[src/rtl/pixel_scheduler_if.sv]
// Handshake bundle between the pixel scheduler, its two worker lanes and the output stream.
// The slave modport is the scheduler's view; the master modport is the surrounding system's view.
interface pixel_scheduler_if #(
    parameter int DIM_W = 16
) ();
    logic             start;
    logic [DIM_W-1:0] image_width;
    logic [DIM_W-1:0] image_height;
    logic             busy;
    logic             done;
    logic [1:0]       job_valid;
    logic [1:0]       job_ready;
    logic [DIM_W-1:0] job_x;
    logic [DIM_W-1:0] job_y;
    logic [1:0]       res_valid;
    logic [1:0]       res_ready;
    logic [63:0]      res_data;
    logic             m_axis_tvalid;
    logic [31:0]      m_axis_tdata;
    logic             m_axis_tlast;
    logic             m_axis_tready;

    modport slave (
        input  start, image_width, image_height, job_ready, res_valid, res_data, m_axis_tready,
        output busy, done, job_valid, job_x, job_y, res_ready, m_axis_tvalid, m_axis_tdata, m_axis_tlast
    );

    modport master (
        output start, image_width, image_height, job_ready, res_valid, res_data, m_axis_tready,
        input  busy, done, job_valid, job_x, job_y, res_ready, m_axis_tvalid, m_axis_tdata, m_axis_tlast
    );
endinterface

[src/rtl/pixel_scheduler.sv]
// Raster-order pixel dispatcher over two alternating worker lanes, collecting results
// in the same alternation and streaming them out in pixel order.
module pixel_scheduler #(
    parameter int DIM_W   = 16,
    parameter int MAX_OUT = 4
) (
    input  logic               aclk,
    input  logic               resetn,
    pixel_scheduler_if.slave   bus
);
    localparam int TOT_W = 2 * DIM_W;
    localparam logic [DIM_W-1:0] ONE_DIM = {{(DIM_W-1){1'b0}}, 1'b1};
    localparam logic [TOT_W-1:0] ONE_TOT = {{(TOT_W-1){1'b0}}, 1'b1};
    localparam logic [3:0]       MAX_CNT = 4'(MAX_OUT);

    typedef enum logic [1:0] {
        ST_IDLE  = 2'd0,
        ST_RUN   = 2'd1,
        ST_DRAIN = 2'd2
    } state_e;

    state_e           state_q, state_d;
    logic [DIM_W-1:0] width_q, width_d, height_q, height_d;
    logic [DIM_W-1:0] x_q, x_d, y_q, y_d;
    logic [TOT_W-1:0] total_q, total_d, collected_q, collected_d;
    logic [3:0]       cnt_q [2];
    logic [3:0]       cnt_d [2];
    logic             disp_q, disp_d, coll_q, coll_d;
    logic             tvalid_q, tvalid_d, tlast_q, tlast_d, done_q, done_d;
    logic [31:0]      tdata_q, tdata_d;

    logic [1:0] job_valid_s, res_ready_s, job_hs_v_s, res_hs_v_s;
    logic       job_hs_s, res_hs_s, out_hs_s, frame_end_s, last_pix_s;
    logic       start_ok_s, start_zero_s;

    assign job_hs_v_s   = job_valid_s & bus.job_ready;
    assign res_hs_v_s   = res_ready_s & bus.res_valid;
    assign job_hs_s     = |job_hs_v_s;
    assign res_hs_s     = |res_hs_v_s;
    assign out_hs_s     = tvalid_q & bus.m_axis_tready;
    assign frame_end_s  = out_hs_s & tlast_q;
    assign last_pix_s   = (x_q == width_q - ONE_DIM) && (y_q == height_q - ONE_DIM);
    assign start_ok_s   = (state_q == ST_IDLE) && bus.start &&
                          (bus.image_width != '0) && (bus.image_height != '0);
    assign start_zero_s = (state_q == ST_IDLE) && bus.start &&
                          ((bus.image_width == '0) || (bus.image_height == '0));

    // State and datapath registers with synchronous active-low reset
    always_ff @(posedge aclk) begin
        if (!resetn) begin
            state_q     <= ST_IDLE;
            width_q     <= '0;
            height_q    <= '0;
            x_q         <= '0;
            y_q         <= '0;
            total_q     <= '0;
            collected_q <= '0;
            cnt_q[0]    <= 4'd0;
            cnt_q[1]    <= 4'd0;
            disp_q      <= 1'b0;
            coll_q      <= 1'b0;
            tvalid_q    <= 1'b0;
            tlast_q     <= 1'b0;
            tdata_q     <= 32'd0;
            done_q      <= 1'b0;
        end else begin
            state_q     <= state_d;
            width_q     <= width_d;
            height_q    <= height_d;
            x_q         <= x_d;
            y_q         <= y_d;
            total_q     <= total_d;
            collected_q <= collected_d;
            cnt_q[0]    <= cnt_d[0];
            cnt_q[1]    <= cnt_d[1];
            disp_q      <= disp_d;
            coll_q      <= coll_d;
            tvalid_q    <= tvalid_d;
            tlast_q     <= tlast_d;
            tdata_q     <= tdata_d;
            done_q      <= done_d;
        end
    end

    // Next-state logic
    always_comb begin
        state_d = state_q;
        case (state_q)
            ST_IDLE: begin
                if (start_ok_s) state_d = ST_RUN;
                else            state_d = ST_IDLE;
            end
            ST_RUN: begin
                if (job_hs_s && last_pix_s) state_d = ST_DRAIN;
                else                        state_d = ST_RUN;
            end
            ST_DRAIN: begin
                if (frame_end_s) state_d = ST_IDLE;
                else             state_d = ST_DRAIN;
            end
            default: state_d = ST_IDLE;
        endcase
    end

    // Lane selection: only the pointed-to lane may request or accept, and collection stalls on output backpressure
    always_comb begin
        job_valid_s = 2'b00;
        res_ready_s = 2'b00;
        if ((state_q == ST_RUN) && (cnt_q[disp_q] < MAX_CNT)) begin
            job_valid_s[disp_q] = 1'b1;
        end else begin
            job_valid_s = 2'b00;
        end
        if ((state_q != ST_IDLE) && (cnt_q[coll_q] != 4'd0) && (!tvalid_q || bus.m_axis_tready)) begin
            res_ready_s[coll_q] = 1'b1;
        end else begin
            res_ready_s = 2'b00;
        end
    end

    // Datapath next values: frame setup, raster advance, outstanding counts and output staging
    always_comb begin
        width_d     = width_q;
        height_d    = height_q;
        x_d         = x_q;
        y_d         = y_q;
        total_d     = total_q;
        collected_d = collected_q;
        cnt_d[0]    = cnt_q[0];
        cnt_d[1]    = cnt_q[1];
        disp_d      = disp_q;
        coll_d      = coll_q;
        tvalid_d    = tvalid_q;
        tlast_d     = tlast_q;
        tdata_d     = tdata_q;
        done_d      = start_zero_s | frame_end_s;
        if (start_ok_s) begin
            width_d     = bus.image_width;
            height_d    = bus.image_height;
            total_d     = TOT_W'(bus.image_width) * TOT_W'(bus.image_height);
            x_d         = '0;
            y_d         = '0;
            collected_d = '0;
            cnt_d[0]    = 4'd0;
            cnt_d[1]    = 4'd0;
            disp_d      = 1'b0;
            coll_d      = 1'b0;
            tvalid_d    = 1'b0;
            tlast_d     = 1'b0;
        end else begin
            if (job_hs_s) begin
                disp_d = ~disp_q;
                if (x_q == width_q - ONE_DIM) begin
                    x_d = '0;
                    y_d = y_q + ONE_DIM;
                end else begin
                    x_d = x_q + ONE_DIM;
                end
            end else begin
                disp_d = disp_q;
            end
            for (int l = 0; l < 2; l++) begin
                case ({job_hs_v_s[l], res_hs_v_s[l]})
                    2'b10:   cnt_d[l] = cnt_q[l] + 4'd1;
                    2'b01:   cnt_d[l] = cnt_q[l] - 4'd1;
                    default: cnt_d[l] = cnt_q[l];
                endcase
            end
            if (res_hs_s) begin
                tdata_d     = coll_q ? bus.res_data[63:32] : bus.res_data[31:0];
                tvalid_d    = 1'b1;
                tlast_d     = (collected_q == total_q - ONE_TOT);
                coll_d      = ~coll_q;
                collected_d = collected_q + ONE_TOT;
            end else if (out_hs_s) begin
                tvalid_d = 1'b0;
                tlast_d  = 1'b0;
            end else begin
                tvalid_d = tvalid_q;
            end
        end
    end

    assign bus.busy          = (state_q != ST_IDLE);
    assign bus.done          = done_q;
    assign bus.job_valid     = job_valid_s;
    assign bus.job_x         = x_q;
    assign bus.job_y         = y_q;
    assign bus.res_ready     = res_ready_s;
    assign bus.m_axis_tvalid = tvalid_q;
    assign bus.m_axis_tdata  = tdata_q;
    assign bus.m_axis_tlast  = tlast_q;
endmodule
[src/flat_wrapper.sv]
// flat-port wrapper written by rule: the top's interface ports become plain ports
module pixel_scheduler_flat 
#(
    parameter int DIM_W   = 16,
    parameter int MAX_OUT = 4
)
  (aclk, resetn, bus_start, bus_image_width, bus_image_height, bus_job_ready, bus_res_valid, bus_res_data, bus_m_axis_tready, bus_busy, bus_done, bus_job_valid, bus_job_x, bus_job_y, bus_res_ready, bus_m_axis_tvalid, bus_m_axis_tdata, bus_m_axis_tlast);
  pixel_scheduler_if #(.DIM_W(DIM_W)) bus_i ();
  input  logic aclk;
  input  logic resetn;
  input wire logic [$bits(bus_i.start)-1:0] bus_start;
  input wire logic [$bits(bus_i.image_width)-1:0] bus_image_width;
  input wire logic [$bits(bus_i.image_height)-1:0] bus_image_height;
  input wire logic [$bits(bus_i.job_ready)-1:0] bus_job_ready;
  input wire logic [$bits(bus_i.res_valid)-1:0] bus_res_valid;
  input wire logic [$bits(bus_i.res_data)-1:0] bus_res_data;
  input wire logic [$bits(bus_i.m_axis_tready)-1:0] bus_m_axis_tready;
  output wire logic [$bits(bus_i.busy)-1:0] bus_busy;
  output wire logic [$bits(bus_i.done)-1:0] bus_done;
  output wire logic [$bits(bus_i.job_valid)-1:0] bus_job_valid;
  output wire logic [$bits(bus_i.job_x)-1:0] bus_job_x;
  output wire logic [$bits(bus_i.job_y)-1:0] bus_job_y;
  output wire logic [$bits(bus_i.res_ready)-1:0] bus_res_ready;
  output wire logic [$bits(bus_i.m_axis_tvalid)-1:0] bus_m_axis_tvalid;
  output wire logic [$bits(bus_i.m_axis_tdata)-1:0] bus_m_axis_tdata;
  output wire logic [$bits(bus_i.m_axis_tlast)-1:0] bus_m_axis_tlast;
  assign bus_i.start = bus_start;
  assign bus_i.image_width = bus_image_width;
  assign bus_i.image_height = bus_image_height;
  assign bus_i.job_ready = bus_job_ready;
  assign bus_i.res_valid = bus_res_valid;
  assign bus_i.res_data = bus_res_data;
  assign bus_i.m_axis_tready = bus_m_axis_tready;
  assign bus_busy = bus_i.busy;
  assign bus_done = bus_i.done;
  assign bus_job_valid = bus_i.job_valid;
  assign bus_job_x = bus_i.job_x;
  assign bus_job_y = bus_i.job_y;
  assign bus_res_ready = bus_i.res_ready;
  assign bus_m_axis_tvalid = bus_i.m_axis_tvalid;
  assign bus_m_axis_tdata = bus_i.m_axis_tdata;
  assign bus_m_axis_tlast = bus_i.m_axis_tlast;
  pixel_scheduler #(.DIM_W(DIM_W), .MAX_OUT(MAX_OUT)) u_core (.aclk(aclk), .resetn(resetn), .bus(bus_i));
endmodule
[config.mk]
export PLATFORM = sky130hd
export DESIGN_NAME = pixel_scheduler_flat
export DESIGN_NICKNAME = d
export VERILOG_FILES = /design/src/rtl/pixel_scheduler_if.sv /design/src/rtl/pixel_scheduler.sv /design/src/flat_wrapper.sv
export SDC_FILE = /design/constraint.sdc
export NUM_CORES = 1
export LEC_CHECK = 0
export ABC_AREA = 1
export BUFFER_PORTS_ARGS = -buffer_cell sky130_fd_sc_hd__buf_2
export CORE_MARGIN = 2
export CORE_UTILIZATION = 30
export CTS_BUF_LIST = sky130_fd_sc_hd__clkbuf_8
export DETAILED_ROUTE_END_ITERATION = 10
export MAX_ROUTING_LAYER = met4
export SLEW_MARGIN = 5
export SYNTH_ARGS = -nofsm -noshare
export SYNTH_HDL_FRONTEND = slang
export SYNTH_SLANG_ARGS = --single-unit
[constraint.sdc]
create_clock -name aclk -period 6.5 [get_ports aclk]
set_input_delay 0.975 -clock aclk [delete_from_list [all_inputs] [get_ports aclk]]
set_output_delay 0.975 -clock aclk [all_outputs]
set_load 0.01 [all_outputs]
Word level (Yosys, flattened, before mapping)
Memory sizes are Yosys's and may differ from the RTL's. A register that Yosys moved wholly into a read port is not among the register bits.
Index checks and enable logic that the tools add are counted.
{"block": "op_classes", "addsub": 10, "multipliers": 1, "order_cmp": 5, "n_eq_ne": 9, "n_mux": 26, "bitwise": 11, "reduce_logical": 27}
{"cell": "16-bit by 1-bit adder with 16-bit output (second input constant)", "count": 2}
{"cell": "32-bit by 1-bit adder with 32-bit output (second input constant)", "count": 1}
{"cell": "16-bit == test", "count": 2}
{"cell": "32-bit == test", "count": 1}
{"cell": "16-bit zero test", "count": 2}
{"cell": "16-bit by 16-bit multiplier with 32-bit output", "count": 1}
{"cell": "32-bit two-way mux", "count": 1}
{"cell": "16-bit nonzero test", "count": 2}
{"cell": "16-bit by 1-bit subtractor with 16-bit output (second input constant)", "count": 2}
{"cell": "32-bit by 1-bit subtractor with 32-bit output (second input constant)", "count": 1}
{"cell": "16-bit two-way mux", "count": 1}
{"cell": "4-bit case mux with 2 select lines", "count": 2}
{"cell": "1-bit two-way mux", "count": 12}
{"cell": "1-bit logical AND", "count": 11}
{"cell": "4-bit by 1-bit adder with 4-bit output (second input constant)", "count": 2}
{"cell": "2-bit two-way mux", "count": 4}
{"cell": "4-bit two-way mux", "count": 2}
{"cell": "8-bit two-way mux", "count": 1}
{"cell": "4-bit by 1-bit subtractor with 4-bit output (second input constant)", "count": 2}
{"cell": "2-bit by 1-bit == test with 1-bit output (second input constant)", "count": 3}
{"cell": "2-bit == test (second input constant)", "count": 3}
{"cell": "2-bit case mux with 3 select lines", "count": 1}
{"cell": "2-bit OR reduction", "count": 3}
{"cell": "2-bit AND", "count": 2}
{"cell": "other kinds (13)", "count": 25}
{"block": "totals", "reg_bits": 167, "ramBits": 8, "input_bits": 104, "output_inout_bits": 72, "wordCells": 103, "n_memories": 1}
{"name": "u_core.cnt_q", "words": 2, "word_bits": 4, "read_ports": 4, "rd_ports_with_merged_regs": 2, "wr": 2, "line_no": "pixel_scheduler.sv:26", "rtl": "logic [3:0] cnt_q [2];"}

Depth between registers and ports, before layout
{"block": "logic_depth", "ltp_word": 10, "depth_mapped": 28, "mapped_depth_nobuf": 26}

Least setup slack after synthesis
OpenSTA, ideal clock, no wires.
{"block": "synth_timing", "path_type": "in2reg", "from": "input bus_image_width[7]", "to": "register u_core.total_q[16]", "setup_ns": 0.058, "arrival_ns": 6.116, "required_ns": 6.442, "setup_slack_ns": 0.326, "stages": 24, "path_buffers": 2, "cell_sequence": "clkbuf_1 -> clkbuf_1 -> nand2_1 -> fa_1 -> inv_1 -> fa_1 -> inv_1 -> fa_1 -> inv_1 -> fa_1 -> fa_1 -> inv_1 -> fa_1 -> inv_1 -> ha_1 -> nand2_1 -> nor2_1 -> inv_1 -> o21ai_0 -> a21oi_1 -> or2_2 -> nand3_1 -> o211ai_1 -> inv_1"}
{"block": "synth_between", "elab_chain_cells": 3, "word_cells_on_any_way": 4, "classes_between": "mul (1); reduce/logical (3)"}
{"item": "start, declared", "line_no": "flat_wrapper.sv:12", "rtl": "input wire logic [$bits(bus_i.image_width)-1:0] bus_image_width;"}
{"item": "parallel branches: the longest is 3 deep, another holds 16-bit by 16-bit multiplier with 32-bit output"}
{"item": "end signal, assigned", "line_no": "pixel_scheduler.sv:72", "rtl": "total_q <= total_d;"}
{"item": "end, declared", "line_no": "pixel_scheduler.sv:25", "rtl": "logic [TOT_W-1:0] total_q, total_d, collected_q, collected_d;"}
Several ways; the timed one is not identified.
A chain may end at the register's enable or synchronous reset.

Worst setup path after layout
{"block": "layout_timing", "from": "input bus_image_width[8]", "to": "register u_core.total_q[23]"}
The elaborated chain is that of the path after synthesis.

==> flow_summary.json <==
{
  "status": "finished, final reports clean",
  "dieArea_um2": 66700,
  "fin_crit_ns": 5.95,
  "cp_top_family": "adder cells",
  "area_growth_pct": 11.1,
  "clock_skew_ns": 0.0155,
  "synth_edf_count": 0,
  "wl_mm": 54.2,
  "final_util_pct": 33.6,
  "power.density_nw_per_um2": 407,
  "first_iter_violations": 1073,
  "ff2ff_setup_slack_ns": 3.44,
  "relSlewSlack_pct": 46.1,
  "ys_seq_area_share_pct": 18.3,
  "finalMaxSlewViolations": 0,
  "initial_core_util_pct": 30.2,
  "reg2reg_from": "u_core.state_q[0]",
  "placedInstanceArea_um2": 21200,
  "yosys_warnings": 0,
  "cts.sinks": 177,
  "synth_nets": 3232,
  "root_buffer": "clkbuf_8",
  "grt.overflow.total": 0,
  "synth.distinct_cells": 41,
  "routedWlPerCell_um": 14.3,
  "synth_xor_area_share_pct": 5.55,
  "slowest_delay_ns": 0.61,
  "min-delay-start": "u_core.cnt_q[1][0]",
  "min_to": "u_core.cnt_q[1][0]",
  "grt_pass1_vias": 17458,
  "row_count": 93,
  "critPathLaunchType": "input port",
  "cts_setup_buffers": 0,
  "drv_cap": 0,
  "pre_cts_ws_ns": 0.0927,
  "synth-compound-area-share_pct": 9.64,
  "grt_max_degree": 74,
  "crit_top_cell": "fa_1",
  "muxShareOfSynthArea_pct": 0,
  "drive_gt1_share_pct": 9.70,
  "place.gp.congestion": 0.912,
  "antenna_found_initial": 1,
  "grt_pass1_wl_mm": 89.7,
  "path_max_fanout": 18,
  "dieWidth_um": 258,
  "clockBufferDepth": 2,
  "syn_area_per_cell_um2": 6.89,
  "die_h_um": 258,
  "required_ns": 6.94,
  "syn_area_um2": 19400,
  "clock_latency_ns": 0.50,
  "ir_drop_v": 0.000492,
  "cp-end-kind": "register",
  "holdPathStages": 2,
  "synth_simple_gate_area_share_pct": 25.6,
  "min-delay-path-class": "reg -> reg",
  "worst_slack_ns": 0.553,
  "post-route-drc-count": 0,
  "setup_viol": 0,
  "clk_pin_slew_worst_paths_ns": 0.11,
  "rsz0062_at_grt": "no",
  "numCtsBuffers": 17,
  "synth-seq-cells": 177,
  "cts_resized": 0,
  "nets": 3341,
  "worstPathArrival_ns": 6.38,
  "vias": 17606,
  "cts_tree": "built",
  "ios": 176,
  "placed_cells": 3761,
  "htreeDepth": 4,
  "totalPowerFinal_mw": 8.78,
  "viasPerCell": 4.64,
  "hold_viol": 0,
  "synth_top_family_by_area": "adder cells",
  "cp_slowest_cell": "fa_1",
  "dpl.hpwl_mm": 43.8,
  "synthArstFlopShare_pct": 0,
  "max_freq_mhz": 168,
  "hold_buffers": 0,
  "synth_fa_ha_area_share_pct": 27.7,
  "r2r_end": "u_core.bus.m_axis_tvalid",
  "rr_worst_depth": 9,
  "first_pass_iters": 5,
  "synthCells": 2816,
  "synth_ff_type": "dfxtp_1",
  "n_fill_cell": 7052,
  "critPathKind": "in -> reg",
  "ant_nets": 0,
  "worst-path-buf-inv": 6,
  "grtUsageTotal_pct": 17.1,
  "final_cell_area_um2": 21600,
  "fin_cells": 3796,
  "crit_chain": "buf_2 -> nand2_1 -> fa_1 -> inv_1 -> fa_1 -> fa_1 -> fa_1 -> fa_1 -> inv_1 -> fa_1 -> inv_1 -> ha_1 -> nand2_1 -> nor2_1 -> inv_1 -> nor2_1 -> nand4_1 -> nand3_1 -> a21oi_1 -> o21ai_0 -> o211ai_1 -> inv_1",
  "min_period_over_period_pct": 91.5,
  "core_um2": 64200,
  "p_leak_nw": 11.2,
  "io_buffers": 175,
  "worst_slew_pin_slew_ns": 0.808
}
## cell usage in the layout, fill, tap and decap left out, types with 3 or more instances in the layout
cell type  instances
ha_1             116
clkinv_4           3
o21bai_1          10
clkbuf_8          17
dfxtp_1          177
xnor2_1           37
inv_6              6
o211ai_1           5
nand3_1          125
inv_1            542
a31oi_1           39
nand4_1           33
clkinv_1           3
buf_4             38
diode_2            3
fa_1             196
a21boi_0           5
nand2_1          725
a21o_1             6
nor3_1            39
or2_2              9
nand2_2            4
o21ai_0          119
buf_2            175
nor2_1           193
nand3_2            4
nor2_2            10
nor4_1            21
o21a_1             9
inv_2              8
xor2_1            86
and3_1             4
a21oi_1          144
inv_8              4
nand3b_1          11
## worst register-to-register path, cell delays in order (launching register included)
cell and delay (ns):
dfxtp_1 0.33, nor2_1 0.29, nand2_1 0.11, inv_1 0.15, nand3_2 0.52, nand2_2 0.63, buf_4 0.55, inv_1 0.22
o21ai_0 0.12, inv_1 0.06
## metal layers
| metal | global-route usage [%] | share of wire [%] | up-vias | wire [µm] |
|---|---|---|---|---|
| met1 | 20.4 | 44 | 8292 | 23700 |
| met2 | 30.4 | 50 | 369 | 27200 |
| met4 | 5.07 | 2.5 | 0 | 1350 |
| met5 | - | 0 | - | 0 |
| li1 | - | - | 8868 | - |
| met3 | 1.63 | 3.7 | 77 | 1990 |
## registers in the layout, indices dropped and copies added (netlist names), named ones only
name / cells
u_core.bus.m_axis_tdata: 32
u_core.collected_q: 32
u_core.total_q: 32
u_core.bus.job_x: 16
u_core.bus.job_y: 16
u_core.height_q: 16
u_core.width_q: 16
u_core.cnt_q: 8
u_core.state_q: 2
u_core.bus.done: 1
u_core.bus.m_axis_tlast: 1
u_core.bus.m_axis_tvalid: 1
u_core.coll_q: 1
u_core.disp_q: 1
## metrics by stage
stage                     TNS (ns)  hold slack (ns)
after detailed placement         0            0.458
after global placement     -0.0102            0.455
after CTS                        0            0.474
final                            0            0.472
after global routing             0            0.489
after floorplan                  0            0.444
## where the power goes
part | total, mW | internal (mW) | switching, mW | leakage [nW]
logic | 6.73 | 2.49 | 4.25 | 9.53
clock network | 0.779 | 0.290 | 0.489 | 0.200
registers | 1.27 | 1.17 | 0.0973 | 1.44
## logic make-up after synthesis
family	Yosys count
buffers and inverters	676
xor gates and xnor gates	123
adders and majority gates	312
and+or+nand+nor	1184
AOI/OAI and AO/OA	344
DFF	177
## final cells by class
| class | count | area (µm²) | area share (%) |
|---|---|---|---|
| Timing Repair Buffer | 213 | 1160 | 5.39 |
| Antenna cell | 3 | 7.51 | 0.0348 |
| Tap cell | 855 | 1070 | 4.96 |
| Clock buffer | 17 | 234 | 1.09 |
| Multi-Input combinational cell | 1963 | 13300 | 61.7 |
| Clock inverter | 15 | 156 | 0.726 |
| Sequential cell | 177 | 3540 | 16.4 |
| Inverter | 553 | 2080 | 9.63 |
## how the worst max path moves through the flow
stage	start	end	slack [ns]	cells after the start
after floorplan	bus_image_width[7]	u_core.total_q[16]	0.33	24
after global placement	bus_image_width[8]	u_core.total_q[23]	-0.01	22
after detailed placement	bus_image_height[6]	u_core.total_q[20]	0.09	23
after CTS	bus_image_height[11]	u_core.total_q[23]	0.64	22
after global routing	bus_image_width[7]	u_core.total_q[16]	0.28	23
final	bus_image_width[8]	u_core.total_q[23]	0.55	22
## cells in the mapped netlist, types with 3 or more instances
library cell	number	area [µm²]
nand2_1	727	2730
inv_1	542	2030
fa_1	196	3920
nor2_1	193	724
dfxtp_1	177	3540
a21oi_1	144	721
nand3_1	126	631
o21ai_0	119	596
ha_1	116	1450
clkbuf_1	98	368
xor2_1	86	753
a31oi_1	39	244
nor3_1	39	195
xnor2_1	37	324
nand4_1	33	206
nor4_1	21	131
buf_1	13	48.8
nand3b_1	11	82.6
buf_2	10	50.1
nor2_2	10	62.6
o21bai_1	10	75.1
o21a_1	9	67.6
or2_2	9	56.3
inv_2	8	30.0
a21o_1	6	45.0
a21boi_0	5	37.5
o211ai_1	5	37.5
and3_1	4	25.0
clkinv_1	3	11.3
nand3_2	3	30.0
No activity file was read; power rests on OpenSTA's default activity.
